$ cat src/rtl/paging_pkg.sv
// paging_pkg: types and constants shared by the paging unit and its TLB.
//   state_t      - page-walk FSM states
//   tlb_entry_t  - one TLB entry {valid, tag, frame, user, writable}
//   ENTRY_*_BIT  - bit positions of P, W and U in a PDE/PTE
//   perm_fault() - 80386 user/supervisor and read/write protection check
package paging_pkg;

    typedef enum logic [2:0] {
        IDLE,
        RESPOND,
        WALK_PDE,
        WALK_PTE,
        FILL
    } state_t;

    typedef struct packed {
        logic        valid;
        logic [19:0] tag;
        logic [19:0] frame;
        logic        user;
        logic        writable;
    } tlb_entry_t;

    localparam int unsigned ENTRY_P_BIT = 0;
    localparam int unsigned ENTRY_W_BIT = 1;
    localparam int unsigned ENTRY_U_BIT = 2;

    // Supervisor accesses are never protection-faulted.
    function automatic logic perm_fault(input logic user_mode, input logic write,
                                        input logic user_ok, input logic writable);
        return user_mode & (!user_ok | (write & !writable));
    endfunction

endpackage

$ cat src/rtl/paging_tlb.sv
// paging_tlb: fully-associative translation lookaside buffer.
//   clock, reset    - clock, asynchronous active-low reset
//   flush           - invalidate all entries at the next edge (wins over fill)
//   lookup_tag      - linear[31:12] to look up (combinational result)
//   hit, hit_*      - lookup result: frame, user and writable flags
//   fill            - write fill_entry at the round-robin pointer
//   fill_entry      - entry to write
module paging_tlb
    import paging_pkg::*;
#(
    parameter int unsigned TLB_ENTRIES = 4
) (
    input  logic        clock,
    input  logic        reset,
    input  logic        flush,
    input  logic [19:0] lookup_tag,
    output logic        hit,
    output logic [19:0] hit_frame,
    output logic        hit_user,
    output logic        hit_writable,
    input  logic        fill,
    input  tlb_entry_t  fill_entry
);

    localparam int unsigned PTR_W = (TLB_ENTRIES > 1) ? $clog2(TLB_ENTRIES) : 1;

    tlb_entry_t       entries [TLB_ENTRIES];
    logic [PTR_W-1:0] ptr;

    always_ff @(posedge clock or negedge reset) begin
        if (!reset) begin
            for (int unsigned i = 0; i < TLB_ENTRIES; i++) begin
                entries[i] <= '0;
            end
            ptr <= '0;
        end else begin
            if (fill) begin
                ptr <= ptr + 1'b1;
            end
            if (flush) begin
                for (int unsigned i = 0; i < TLB_ENTRIES; i++) begin
                    entries[i].valid <= 1'b0;
                end
            end else if (fill) begin
                entries[ptr] <= fill_entry;
            end
        end
    end

    always_comb begin
        hit          = 1'b0;
        hit_frame    = '0;
        hit_user     = 1'b0;
        hit_writable = 1'b0;
        for (int unsigned i = 0; i < TLB_ENTRIES; i++) begin
            if (entries[i].valid && entries[i].tag == lookup_tag) begin
                hit          = 1'b1;
                hit_frame    = entries[i].frame;
                hit_user     = entries[i].user;
                hit_writable = entries[i].writable;
            end
        end
    end

endmodule

$ cat src/rtl/paging_unit.sv
// paging_unit: 80386 two-level paging (4 KiB pages), linear -> physical.
// Optional TLB enabled by defining PAGING_UNIT_TLB_EN; without it every
// paged request walks the tables and i_tlb_flush is ignored.
//   clock, reset               - clock, asynchronous active-low reset
//   i_paging_enable            - CR0.PG
//   i_page_directory_base      - CR3[31:12]
//   i_tlb_flush                - invalidate all TLB entries
//   i_request_valid/o_request_ready, i_linear_address, i_write_enable,
//   i_user_mode                - translation request
//   o_response_valid, o_physical_address, o_page_fault - result pulse
//   o_fault_linear_address     - linear address of the last fault (CR2)
//   o_memory_request/o_memory_address, i_memory_data_valid/i_memory_data
//                              - PDE/PTE read port
module paging_unit
    import paging_pkg::*;
#(
    parameter int unsigned TLB_ENTRIES = 4
) (
    input  logic        clock,
    input  logic        reset,
    input  logic        i_paging_enable,
    input  logic [19:0] i_page_directory_base,
    input  logic        i_tlb_flush,
    input  logic        i_request_valid,
    output logic        o_request_ready,
    input  logic [31:0] i_linear_address,
    input  logic        i_write_enable,
    input  logic        i_user_mode,
    output logic        o_response_valid,
    output logic [31:0] o_physical_address,
    output logic        o_page_fault,
    output logic [31:0] o_fault_linear_address,
    output logic        o_memory_request,
    output logic [31:0] o_memory_address,
    input  logic        i_memory_data_valid,
    input  logic [31:0] i_memory_data
);

    state_t      state, next_state;
    logic        accept;
    logic [31:0] lin_q;
    logic        write_q, user_q;
    logic [19:0] pde_frame_q, pte_frame_q;
    logic        pde_user_q, pde_w_q, walk_user_q, walk_w_q;

    logic        load_pde, load_pte, load_result, fill_en;
    logic        result_fault;
    logic [31:0] result_phys, result_linear;

    logic        tlb_hit, tlb_user, tlb_writable;
    logic [19:0] tlb_frame;

    logic        unused_pte_bits;
    assign unused_pte_bits = ^i_memory_data[11:3];

`ifdef PAGING_UNIT_TLB_EN
    tlb_entry_t fill_entry;
    assign fill_entry = '{valid: 1'b1, tag: lin_q[31:12], frame: pte_frame_q,
                          user: walk_user_q, writable: walk_w_q};

    paging_tlb #(.TLB_ENTRIES(TLB_ENTRIES)) u_tlb (
        .clock        (clock),
        .reset        (reset),
        .flush        (i_tlb_flush),
        .lookup_tag   (i_linear_address[31:12]),
        .hit          (tlb_hit),
        .hit_frame    (tlb_frame),
        .hit_user     (tlb_user),
        .hit_writable (tlb_writable),
        .fill         (fill_en),
        .fill_entry   (fill_entry)
    );
`else
    logic unused_tlb;
    assign unused_tlb   = ^{i_tlb_flush, fill_en, (TLB_ENTRIES > 0)};
    assign tlb_hit      = 1'b0;
    assign tlb_frame    = '0;
    assign tlb_user     = 1'b0;
    assign tlb_writable = 1'b0;
`endif

    assign o_request_ready  = (state == IDLE);
    assign o_response_valid = (state == RESPOND);
    assign accept           = i_request_valid & o_request_ready;

    always_ff @(posedge clock or negedge reset) begin
        if (!reset) begin
            state <= IDLE;
        end else begin
            state <= next_state;
        end
    end

    always_comb begin
        next_state       = state;
        load_pde         = 1'b0;
        load_pte         = 1'b0;
        load_result      = 1'b0;
        fill_en          = 1'b0;
        result_fault     = 1'b0;
        result_phys      = '0;
        result_linear    = lin_q;
        o_memory_request = 1'b0;
        o_memory_address = '0;
        case (state)
            IDLE: begin
                // Lookup uses the live request so a hit responds next cycle.
                result_linear = i_linear_address;
                if (accept) begin
                    if (!i_paging_enable) begin
                        load_result = 1'b1;
                        result_phys = i_linear_address;
                        next_state  = RESPOND;
                    end else if (tlb_hit) begin
                        load_result  = 1'b1;
                        result_fault = perm_fault(i_user_mode, i_write_enable,
                                                  tlb_user, tlb_writable);
                        result_phys  = {tlb_frame, i_linear_address[11:0]};
                        next_state   = RESPOND;
                    end else begin
                        next_state = WALK_PDE;
                    end
                end
            end
            WALK_PDE: begin
                o_memory_request = 1'b1;
                o_memory_address = {i_page_directory_base, lin_q[31:22], 2'b00};
                if (i_memory_data_valid) begin
                    if (!i_memory_data[ENTRY_P_BIT]) begin
                        load_result  = 1'b1;
                        result_fault = 1'b1;
                        next_state   = RESPOND;
                    end else begin
                        load_pde   = 1'b1;
                        next_state = WALK_PTE;
                    end
                end
            end
            WALK_PTE: begin
                o_memory_request = 1'b1;
                o_memory_address = {pde_frame_q, lin_q[21:12], 2'b00};
                if (i_memory_data_valid) begin
                    if (!i_memory_data[ENTRY_P_BIT]) begin
                        load_result  = 1'b1;
                        result_fault = 1'b1;
                        next_state   = RESPOND;
                    end else begin
                        load_pte   = 1'b1;
                        next_state = FILL;
                    end
                end
            end
            FILL: begin
                load_result  = 1'b1;
                result_fault = perm_fault(user_q, write_q, walk_user_q, walk_w_q);
                result_phys  = {pte_frame_q, lin_q[11:0]};
                fill_en      = !result_fault;
                next_state   = RESPOND;
            end
            RESPOND: begin
                next_state = IDLE;
            end
            default: begin
                next_state = IDLE;
            end
        endcase
    end

    always_ff @(posedge clock or negedge reset) begin
        if (!reset) begin
            lin_q                  <= '0;
            write_q                <= 1'b0;
            user_q                 <= 1'b0;
            pde_frame_q            <= '0;
            pde_user_q             <= 1'b0;
            pde_w_q                <= 1'b0;
            pte_frame_q            <= '0;
            walk_user_q            <= 1'b0;
            walk_w_q               <= 1'b0;
            o_physical_address     <= '0;
            o_page_fault           <= 1'b0;
            o_fault_linear_address <= '0;
        end else begin
            if (accept) begin
                lin_q   <= i_linear_address;
                write_q <= i_write_enable;
                user_q  <= i_user_mode;
            end
            if (load_pde) begin
                pde_frame_q <= i_memory_data[31:12];
                pde_user_q  <= i_memory_data[ENTRY_U_BIT];
                pde_w_q     <= i_memory_data[ENTRY_W_BIT];
            end
            if (load_pte) begin
                pte_frame_q <= i_memory_data[31:12];
                walk_user_q <= pde_user_q & i_memory_data[ENTRY_U_BIT];
                walk_w_q    <= pde_w_q & i_memory_data[ENTRY_W_BIT];
            end
            if (load_result) begin
                o_page_fault <= result_fault;
                if (result_fault) begin
                    o_fault_linear_address <= result_linear;
                end else begin
                    o_physical_address <= result_phys;
                end
            end
        end
    end

endmodule

$ cat config.mk
export PLATFORM = sky130hd
export DESIGN_NAME = paging_unit
export DESIGN_NICKNAME = d
export VERILOG_FILES = /design/src/rtl/paging_pkg.sv /design/src/rtl/paging_tlb.sv /design/src/rtl/paging_unit.sv
export SDC_FILE = /design/constraint.sdc
export NUM_CORES = 1
export LEC_CHECK = 0
export CAP_MARGIN = 20
export CORE_ASPECT_RATIO = 1.2
export CORE_MARGIN = 2
export CORE_UTILIZATION = 35
export CTS_BUF_LIST = sky130_fd_sc_hd__clkbuf_4
export DETAILED_ROUTE_END_ITERATION = 8
export PLACE_DENSITY_LB_ADDON = 0.1
export SYNTH_ARGS = -nofsm -noshare
export SYNTH_HDL_FRONTEND = slang
export SYNTH_SLANG_ARGS = --single-unit
export TNS_END_PERCENT = 100
$ cat constraint.sdc
create_clock -name clock -period 4.3 [get_ports clock]
set_input_delay 0.86 -clock clock [delete_from_list [all_inputs] [get_ports clock]]
set_output_delay 0.86 -clock clock [all_outputs]
set_load 0.02 [all_outputs]
==> run_summary.xml, run 1 <==
<?xml version="1.0" encoding="UTF-8"?>
<metrics>
  <group name="drt">
    <metric name="detail_route.vias_per_cell" unit="">4.89</metric>
    <metric name="first_pass_iters" unit="">5</metric>
    <metric name="routed_wire_length_per_instance" unit="um">19.0</metric>
    <metric name="postRouteWirelength" unit="um">17700</metric>
    <metric name="final_routed_drc_violation_total" unit="">0</metric>
    <metric name="via_count" unit="">4561</metric>
    <metric name="drt.antenna.violating_nets" unit="">0</metric>
    <metric name="drt-initial-drc-count" unit="">219</metric>
  </group>
  <group name="timing">
    <metric name="setup_total_negative_slack" unit="ns">0</metric>
    <metric name="final_worst_hold_slack" unit="ns">0.328</metric>
    <metric name="setup_viol_count_final" unit="">0</metric>
    <metric name="timing_max_transition_violations_final" unit="">0</metric>
    <metric name="achievable-frequency" unit="GHz">0.274</metric>
    <metric name="fin_worst_skew" unit="ns">0.0193</metric>
    <metric name="fin_crit_sh" unit="%">84.8</metric>
    <metric name="finalWorstSetupSlack" unit="ns">0.653</metric>
    <metric name="fin_crit" unit="ns">3.65</metric>
    <metric name="rsz_0062_raised_after_global_routing" unit="">false</metric>
    <metric name="tightest_slew" unit="ns">1.07</metric>
    <metric name="hold_viol_final" unit="">0</metric>
    <metric name="timing.max_slew.rel_slack" unit="%">28.8</metric>
  </group>
  <group name="power">
    <metric name="internal-power" unit="W">0.00422</metric>
    <metric name="power.share.clock" unit="%">14.6</metric>
    <metric name="power_per_cell_area" unit="nW/um2">739</metric>
    <metric name="total_leakage_power" unit="nW">3.76</metric>
    <metric name="pwr-share-seq" unit="%">38.2</metric>
    <metric name="vdd.ir_drop.worst" unit="mV">0.308</metric>
    <metric name="comb_power_share" unit="%">47.2</metric>
    <metric name="p_sw" unit="W">0.00242</metric>
    <metric name="power.switching_fraction" unit="%">36.4</metric>
  </group>
  <group name="cts">
    <metric name="postCtsSetupBuffers" unit="">0</metric>
    <metric name="cts_tree" unit="">done</metric>
    <metric name="root_buffer" unit="">sky130_fd_sc_hd__clkbuf_4</metric>
    <metric name="cts_hold_buf" unit="">0</metric>
    <metric name="ctsLongestPathBuffers" unit="">2</metric>
    <metric name="cts_buffers" unit="">17</metric>
    <metric name="ctsResizeCount" unit="">0</metric>
    <metric name="cts-htree-levels" unit="">4</metric>
    <metric name="clock_sinks" unit="">146</metric>
    <metric name="insertion_delay" unit="ns">0.54</metric>
    <metric name="worst_setup_hold_path_clk_slew" unit="ns">0.13</metric>
  </group>
  <group name="run_status">
    <metric name="status" unit="">completed</metric>
  </group>
  <group name="critical_path">
    <metric name="critical_path_peak_fanout" unit="">34</metric>
    <metric name="start_kind" unit="">flip-flop</metric>
    <metric name="crit_path_top_delay_cell" unit="">sky130_fd_sc_hd__dfrtp_2</metric>
    <metric name="cp_data_arrival_time" unit="ns">2.79</metric>
    <metric name="crit_path_max_incr_delay" unit="ns">1.07</metric>
    <metric name="worst_path_required_time" unit="ns">3.44</metric>
    <metric name="worstSetupPathType" unit="">reg -&gt; out</metric>
    <metric name="worst_setup_path_end_kind" unit="">output port</metric>
    <metric name="worstReg2RegEnd" unit="">o_fault_linear_address[11]$_DFFE_PN0P_</metric>
    <metric name="regToRegStartpoint" unit="">state[0]$_DFFE_PN0P_</metric>
    <metric name="reg2reg_setup_slack" unit="ns">1.51</metric>
    <metric name="cp_cell_sequence" unit="">buf_4 -&gt; mux2i_1 -&gt; nor2_1 -&gt; clkdlybuf4s50_1</metric>
    <metric name="reg2regPathDepth" unit="">5</metric>
  </group>
  <group name="place">
    <metric name="dp.final_hpwl" unit="um">12200</metric>
    <metric name="numPlacedInstances" unit="">899</metric>
    <metric name="place.port_buffers" unit="">179</metric>
    <metric name="gp_congestion" unit="">0.818</metric>
    <metric name="place_ws" unit="ns">1.20</metric>
  </group>
  <group name="layout">
    <metric name="nFillCells" unit="">1731</metric>
    <metric name="finalNetCount" unit="">754</metric>
    <metric name="final_layout_size_suffix_gt1_share" unit="%">26.1</metric>
    <metric name="areaGrowthSynthToFinish" unit="%">35.1</metric>
    <metric name="multiInputGateArea" unit="um2">2790</metric>
    <metric name="fin_cells" unit="">933</metric>
    <metric name="layout.area.seq" unit="um2">3650</metric>
  </group>
  <group name="global_routing">
    <metric name="grt_first_pass_wirelength" unit="um">27600</metric>
    <metric name="grt_pass1_vias" unit="">4812</metric>
    <metric name="largest_net_degree_at_the_start_of_global_routing" unit="">83</metric>
    <metric name="globalRouteTotalUtil" unit="%">18.1</metric>
    <metric name="grt_antenna_before_repair" unit="">1</metric>
    <metric name="grt.overflow.total" unit="">0</metric>
  </group>
  <group name="synth">
    <metric name="register_area_share_after_synthesis" unit="%">55.0</metric>
    <metric name="netlist_instances" unit="">487</metric>
    <metric name="syn-mean-instance-area" unit="um2">13.7</metric>
    <metric name="count_of_unique_library_cells_instantiated_by_yosys" unit="">32</metric>
    <metric name="yosys_warnings" unit="">0</metric>
    <metric name="synth-seq-cells" unit="">146</metric>
    <metric name="synthesis.area" unit="um2">6650</metric>
  </group>
  <group name="floorplanning">
    <metric name="core_area" unit="um2">18700</metric>
    <metric name="initial_core_util" unit="%">35.5</metric>
    <metric name="placementRows" unit="">55</metric>
    <metric name="die_w" unit="um">130</metric>
    <metric name="die_h" unit="um">155</metric>
    <metric name="overall_die_area" unit="um2">20100</metric>
    <metric name="top_level_ports" unit="">192</metric>
  </group>
  <group name="min_path">
    <metric name="timing.hold.worst.class" unit="">in -&gt; async</metric>
  </group>
  <group name="flow_run">
    <metric name="max-cap-violations" unit="">0</metric>
  </group>
</metrics>
[final cells by class]
| type | instances | area share, % |
|---|---|---|
| flip-flops and latches | 146 | 40.7 |
| multi-input cells | 302 | 31.1 |
| repair buffers | 188 | 20.7 |
| well taps | 256 | 3.57 |
| clock inverters | 14 | 2.08 |
| clock buffers | 18 | 1.50 |
| inverters | 7 | 0.293 |
| diodes | 2 | 0.0557 |
[registers in the layout, indices dropped and copies added (netlist names), 3 cells and up]
signal                  count
pde_frame_q                20
state                       3
lin_q                      32
o_fault_linear_address     32
pte_frame_q                20
o_physical_address         32
[worst max path at each step]
stage | from | to | slack [ns] | cells after the start
floorplan | state[0]$_DFFE_PN0P_ | o_memory_address[10] | 2.19 | 4
global placement | i_page_directory_base[10] | o_memory_address[22] | 1.19 | 4
detailed placement | i_page_directory_base[10] | o_memory_address[22] | 1.20 | 4
CTS | state[0]$_DFFE_PN0P_ | o_memory_address[14] | 0.58 | 4
global route | state[0]$_DFFE_PN0P_ | o_memory_address[16] | 0.48 | 4
finish | state[0]$_DFFE_PN0P_ | o_memory_address[14] | 0.65 | 4
[power by group through the flow]
stage | Sequential (W) | Clock [W] | Combinational (W)
2_1_floorplan | 0.00274 | 0 | 0.00161
5_1_grt | 0.00264 | 0.00108 | 0.00335
3_3_place_gp | 0.00253 | 0 | 0.00313
4_1_cts | 0.00255 | 0.00101 | 0.00318
3_5_place_dp | 0.00257 | 0 | 0.00317
6_report | 0.00254 | 0.000972 | 0.00313
[metal layers]
layer	part of all wire (%)	vias up	track usage [%]
met4	1.5	0	5.27
met3	6.4	17	6.05
met2	49	139	29.7
met5	0	-	0
met1	43	2292	22.8
li1	-	2113	-
[synthesized netlist by cell type]
cell | count | area share (%)
sky130_fd_sc_hd__a31o_2 | 1 | 0.13
sky130_fd_sc_hd__buf_2 | 14 | 1.1
sky130_fd_sc_hd__nor3b_4 | 1 | 0.28
sky130_fd_sc_hd__a221o_1 | 31 | 4.7
sky130_fd_sc_hd__nand2_1 | 9 | 0.51
sky130_fd_sc_hd__nor2b_1 | 1 | 0.094
sky130_fd_sc_hd__nand3b_1 | 1 | 0.11
sky130_fd_sc_hd__nand2b_4 | 1 | 0.21
sky130_fd_sc_hd__buf_4 | 13 | 1.5
sky130_fd_sc_hd__a32o_1 | 1 | 0.15
sky130_fd_sc_hd__inv_2 | 1 | 0.056
sky130_fd_sc_hd__nand2_2 | 1 | 0.094
sky130_fd_sc_hd__inv_1 | 6 | 0.34
sky130_fd_sc_hd__and2b_1 | 1 | 0.11
sky130_fd_sc_hd__nor3_4 | 1 | 0.24
sky130_fd_sc_hd__conb_1 | 1 | 0.056
sky130_fd_sc_hd__nand2b_1 | 1 | 0.094
sky130_fd_sc_hd__dfrtp_1 | 146 | 55
sky130_fd_sc_hd__o21ai_1 | 1 | 0.075
sky130_fd_sc_hd__mux2_1 | 15 | 2.5
sky130_fd_sc_hd__and2_1 | 32 | 3.0
sky130_fd_sc_hd__and3_1 | 1 | 0.094
sky130_fd_sc_hd__mux2i_1 | 30 | 4.5
sky130_fd_sc_hd__mux2_2 | 124 | 21
sky130_fd_sc_hd__a222oi_1 | 2 | 0.30
sky130_fd_sc_hd__o21ai_0 | 6 | 0.45
sky130_fd_sc_hd__a2bb2oi_4 | 1 | 0.40
sky130_fd_sc_hd__nor4b_4 | 1 | 0.36
sky130_fd_sc_hd__a21oi_1 | 3 | 0.23
sky130_fd_sc_hd__nor2_1 | 33 | 1.9
sky130_fd_sc_hd__clkbuf_1 | 6 | 0.34
sky130_fd_sc_hd__nand4_2 | 1 | 0.19
[kinds of logic (layout without fill, tap and decap cells)]
family                 Yosys count  count (layout)  synth area share, %
AO/OA/AOI/OAI                   46              46                 6.40
buffers and inverters           40             227                 3.26
flip-flops                     146             146                 55.0
multiplexers                   169             169                 28.1
other                            1               4               0.0564
AND/OR/NAND/NOR                 85              85                 7.27
[critical path: cells and delay by family (launching register included)]
kind | cells | cell delay, ns
multiplexers | 1 | 0.21
buffers and inverters | 2 | 0.87
AND/OR/NAND/NOR | 1 | 0.05
flip-flops | 1 | 1.07
[stage by stage]
stage	instance area (um2)	total power [W]	util, %
floorplan	6650	0.00435	-
global placement	8650	0.00567	46.2
detailed placement	8650	0.00574	46.2
CTS	8980	0.00674	48.0
global route	8980	0.00707	48.0
finish	8980	0.00664	48.0
[layout by cell type, fill, tap and decap left out, types with 2 or more instances in the layout]
master | netlist | final
sky130_fd_sc_hd__inv_6 | 0 | 2
sky130_fd_sc_hd__nor2_1 | 33 | 33
sky130_fd_sc_hd__a221o_1 | 31 | 31
sky130_fd_sc_hd__mux2_2 | 124 | 124
sky130_fd_sc_hd__inv_1 | 6 | 6
sky130_fd_sc_hd__clkinv_2 | 0 | 4
sky130_fd_sc_hd__clkbuf_4 | 0 | 18
sky130_fd_sc_hd__dfrtp_1 | 146 | 145
sky130_fd_sc_hd__nand2_1 | 9 | 9
sky130_fd_sc_hd__bufinv_16 | 0 | 4
sky130_fd_sc_hd__and2_1 | 32 | 32
sky130_fd_sc_hd__a222oi_1 | 2 | 2
sky130_fd_sc_hd__mux2i_1 | 30 | 30
sky130_fd_sc_hd__a21oi_1 | 3 | 2
sky130_fd_sc_hd__buf_4 | 13 | 9
sky130_fd_sc_hd__diode_2 | 0 | 2
sky130_fd_sc_hd__mux2_1 | 15 | 15
sky130_fd_sc_hd__conb_1 | 1 | 2
sky130_fd_sc_hd__clkinv_4 | 0 | 2
sky130_fd_sc_hd__o21ai_0 | 6 | 6
sky130_fd_sc_hd__clkdlybuf4s50_1 | 0 | 178
(Power assumes the default switching activity.)
==> run 2: changes to the inputs <==
Clock period 4.3 ns to 3.3 ns, I/O delays scaled along.
==> run 2 against run 1 <==
Flip-flop and latch count unchanged. Via count increased by 0.75%. Non-clock buffer count increased by 3. Critical path depth shrank 1. Critical path type unchanged. First-iteration DRC count rose by 19%. Sequential power up 30%. Setup slack got worse by 0.45 ns. Wire length shrank 0.34%. Sequential share of layout area is 0.19 points lower. Global-route usage is 0.28 points lower.
==> run_summary.xml, run 2 (same netlist as run 1, synthesis figures left out) <==
<?xml version="1.0" encoding="UTF-8"?>
<metrics>
  <group name="drt">
    <metric name="postRouteWirelength" unit="um">17600</metric>
    <metric name="first_pass_iters" unit="">6</metric>
    <metric name="drt.antenna.violating_nets" unit="">0</metric>
    <metric name="detail_route.vias_per_cell" unit="">4.91</metric>
    <metric name="final_routed_drc_violation_total" unit="">0</metric>
    <metric name="drt-initial-drc-count" unit="">260</metric>
    <metric name="routed_wire_length_per_instance" unit="um">18.9</metric>
    <metric name="via_count" unit="">4595</metric>
  </group>
  <group name="timing">
    <metric name="setup_total_negative_slack" unit="ns">0</metric>
    <metric name="finalWorstSetupSlack" unit="ns">0.198</metric>
    <metric name="hold_viol_final" unit="">0</metric>
    <metric name="setup_viol_count_final" unit="">0</metric>
    <metric name="tightest_slew" unit="ns">0.842</metric>
    <metric name="achievable-frequency" unit="GHz">0.322</metric>
    <metric name="fin_crit" unit="ns">3.10</metric>
    <metric name="fin_worst_skew" unit="ns">0.0228</metric>
    <metric name="rsz_0062_raised_after_global_routing" unit="">false</metric>
    <metric name="fin_crit_sh" unit="%">94.0</metric>
    <metric name="timing.max_slew.rel_slack" unit="%">43.8</metric>
    <metric name="timing_max_transition_violations_final" unit="">0</metric>
  </group>
  <group name="power">
    <metric name="power.share.clock" unit="%">14.2</metric>
    <metric name="comb_power_share" unit="%">47.7</metric>
    <metric name="internal-power" unit="W">0.00545</metric>
    <metric name="power.switching_fraction" unit="%">36.8</metric>
    <metric name="power_per_cell_area" unit="nW/um2">955</metric>
    <metric name="p_sw" unit="W">0.00318</metric>
    <metric name="pwr-share-seq" unit="%">38.1</metric>
    <metric name="total_leakage_power" unit="nW">3.78</metric>
    <metric name="vdd.ir_drop.worst" unit="mV">0.437</metric>
  </group>
  <group name="global_routing">
    <metric name="globalRouteTotalUtil" unit="%">17.8</metric>
    <metric name="grt_first_pass_wirelength" unit="um">27100</metric>
    <metric name="globalRouteMet1Util" unit="%">22.2</metric>
    <metric name="grt_util_met3" unit="%">5.91</metric>
    <metric name="global_route.peak_usage_layer" unit="">met2</metric>
    <metric name="grt_pass1_vias" unit="">4736</metric>
    <metric name="largest_net_degree_at_the_start_of_global_routing" unit="">82</metric>
    <metric name="grt_use_met2" unit="%">28.9</metric>
    <metric name="grt.overflow.total" unit="">0</metric>
    <metric name="grt_antenna_before_repair" unit="">1</metric>
  </group>
  <group name="critical_path">
    <metric name="crit_path_top_delay_cell" unit="">sky130_fd_sc_hd__dfrtp_1</metric>
    <metric name="worstReg2RegEnd" unit="">pde_frame_q[14]$_DFFE_PN0P_</metric>
    <metric name="worst_path_required_time" unit="ns">2.64</metric>
    <metric name="cp_cell_sequence" unit="">nand2b_4 -&gt; nor2_1 -&gt; clkdlybuf4s50_1</metric>
    <metric name="reg2regPathDepth" unit="">6</metric>
    <metric name="reg2reg_setup_slack" unit="ns">0.88</metric>
    <metric name="cp_data_arrival_time" unit="ns">2.44</metric>
    <metric name="worst_path_dominant_cell_family" unit="">flip-flops</metric>
    <metric name="crit_path_max_incr_delay" unit="ns">0.66</metric>
    <metric name="critPathBufInv" unit="">1</metric>
    <metric name="critical_path_peak_fanout" unit="">31</metric>
    <metric name="worst_setup_path_end_kind" unit="">output port</metric>
    <metric name="worstSetupPathType" unit="">reg -&gt; out</metric>
    <metric name="regToRegStartpoint" unit="">state[1]$_DFFE_PN0P_</metric>
    <metric name="timing.critical_path.from" unit="">state[1]$_DFFE_PN0P_</metric>
    <metric name="start_kind" unit="">flip-flop</metric>
  </group>
  <group name="cts">
    <metric name="worst_setup_hold_path_clk_slew" unit="ns">0.13</metric>
    <metric name="cts_buffers" unit="">17</metric>
    <metric name="cts-htree-levels" unit="">4</metric>
    <metric name="insertion_delay" unit="ns">0.53</metric>
    <metric name="clock_sinks" unit="">146</metric>
    <metric name="postCtsSetupBuffers" unit="">0</metric>
    <metric name="root_buffer" unit="">sky130_fd_sc_hd__clkbuf_4</metric>
    <metric name="cts_tree" unit="">done</metric>
    <metric name="ctsLongestPathBuffers" unit="">2</metric>
  </group>
  <group name="run_status">
    <metric name="status" unit="">completed</metric>
  </group>
  <group name="layout">
    <metric name="areaGrowthSynthToFinish" unit="%">35.8</metric>
    <metric name="final_layout_size_suffix_gt1_share" unit="%">26.4</metric>
    <metric name="fin_cells" unit="">935</metric>
    <metric name="largest_registers" unit="">lin_q (32), o_fault_linear_address (32), o_physical_address (32)</metric>
    <metric name="finalNetCount" unit="">757</metric>
    <metric name="mostFrequentLayoutCell" unit="">sky130_fd_sc_hd__clkdlybuf4s50_1</metric>
    <metric name="layout.cells.most_common_list" unit="">178 x sky130_fd_sc_hd__clkdlybuf4s50_1, 145 x sky130_fd_sc_hd__dfrtp_1, 124 x sky130_fd_sc_hd__mux2_2</metric>
  </group>
  <group name="place">
    <metric name="dp.final_hpwl" unit="um">12300</metric>
    <metric name="numPlacedInstances" unit="">902</metric>
    <metric name="place.port_buffers" unit="">179</metric>
    <metric name="place_ws" unit="ns">0.599</metric>
    <metric name="gp_congestion" unit="">0.792</metric>
  </group>
  <group name="floorplanning">
    <metric name="initial_core_util" unit="%">35.5</metric>
    <metric name="die_w" unit="um">130</metric>
    <metric name="top_level_ports" unit="">192</metric>
    <metric name="core_area" unit="um2">18700</metric>
    <metric name="placementRows" unit="">55</metric>
    <metric name="overall_die_area" unit="um2">20100</metric>
    <metric name="die_h" unit="um">155</metric>
  </group>
  <group name="min_path">
    <metric name="timing.hold.worst.class" unit="">in -&gt; async</metric>
  </group>
  <group name="flow_run">
    <metric name="max-cap-violations" unit="">0</metric>
  </group>
</metrics>
## run 2: cell count changes in the layout (fill, tap and decap cells not counted), sizes merged
cell / delta
clkbuf: -1
bufinv: -1
inv: +2
buf: +3
diode: -1
## run 2: what timing repair did
item	CTS	global route
endpoints found under the setup margin	0	16
resized for setup	0	1
hold buffers	0	0
## run 2: power by group through the flow
stage / Combinational [W] / Clock [W] / Sequential, W
5_1_grt: 0.00441 / 0.00136 / 0.00341
3_3_place_gp: 0.00412 / 0 / 0.00329
4_1_cts: 0.00418 / 0.00127 / 0.00329
3_5_place_dp: 0.00417 / 0 / 0.00333
6_report: 0.00411 / 0.00122 / 0.00329
2_1_floorplan: 0.00210 / 0 / 0.00357
## run 2: stage by stage
step           area (um2)  util [%]  power, W  hold slack (ns)
2_1_floorplan        6650         -   0.00567            0.364
3_3_place_gp         8710      46.6   0.00741            0.468
3_5_place_dp         8710      46.6   0.00750            0.472
4_1_cts              9020      48.2   0.00874            0.148
5_1_grt              9030      48.2   0.00917            0.136
6_report             9030      48.2   0.00862            0.156
## run 2: routing by layer
metal	up-vias	wire length, um
met5	-	0
met4	0	393
met3	20	1180
met2	138	8470
met1	2318	7600
li1	2119	-
## run 2: worst max-delay path by stage
stage	end	slack (ns)	depth (start not counted)
after floorplan	o_memory_address[10]	1.39	4
after global placement	o_memory_address[22]	0.60	4
after detailed placement	o_memory_address[22]	0.60	4
after CTS	o_memory_address[16]	0.01	4
after global routing	o_memory_address[22]	0.01	3
final	o_memory_address[22]	0.20	3
## run 2: layout make-up
cell class / instances / area (um2)
diodes: 1 / 2.50
clock buffers: 17 / 128
clock inverters: 15 / 181
fillers: 1711 / 9690
inverters: 7 / 26.3
multi-input cells: 302 / 2790
flip-flops and latches: 146 / 3660
well taps: 256 / 320
repair buffers: 191 / 1920
## run 2: worst reg2reg max path, cell delays in order (launching register included)
cell and delay (ns):
sky130_fd_sc_hd__dfrtp_1 0.66, sky130_fd_sc_hd__nand2b_4 0.35, sky130_fd_sc_hd__inv_2 0.20, sky130_fd_sc_hd__nand2_2 0.12
sky130_fd_sc_hd__nor3b_4 0.25, sky130_fd_sc_hd__buf_4 0.33, sky130_fd_sc_hd__mux2_2 0.38
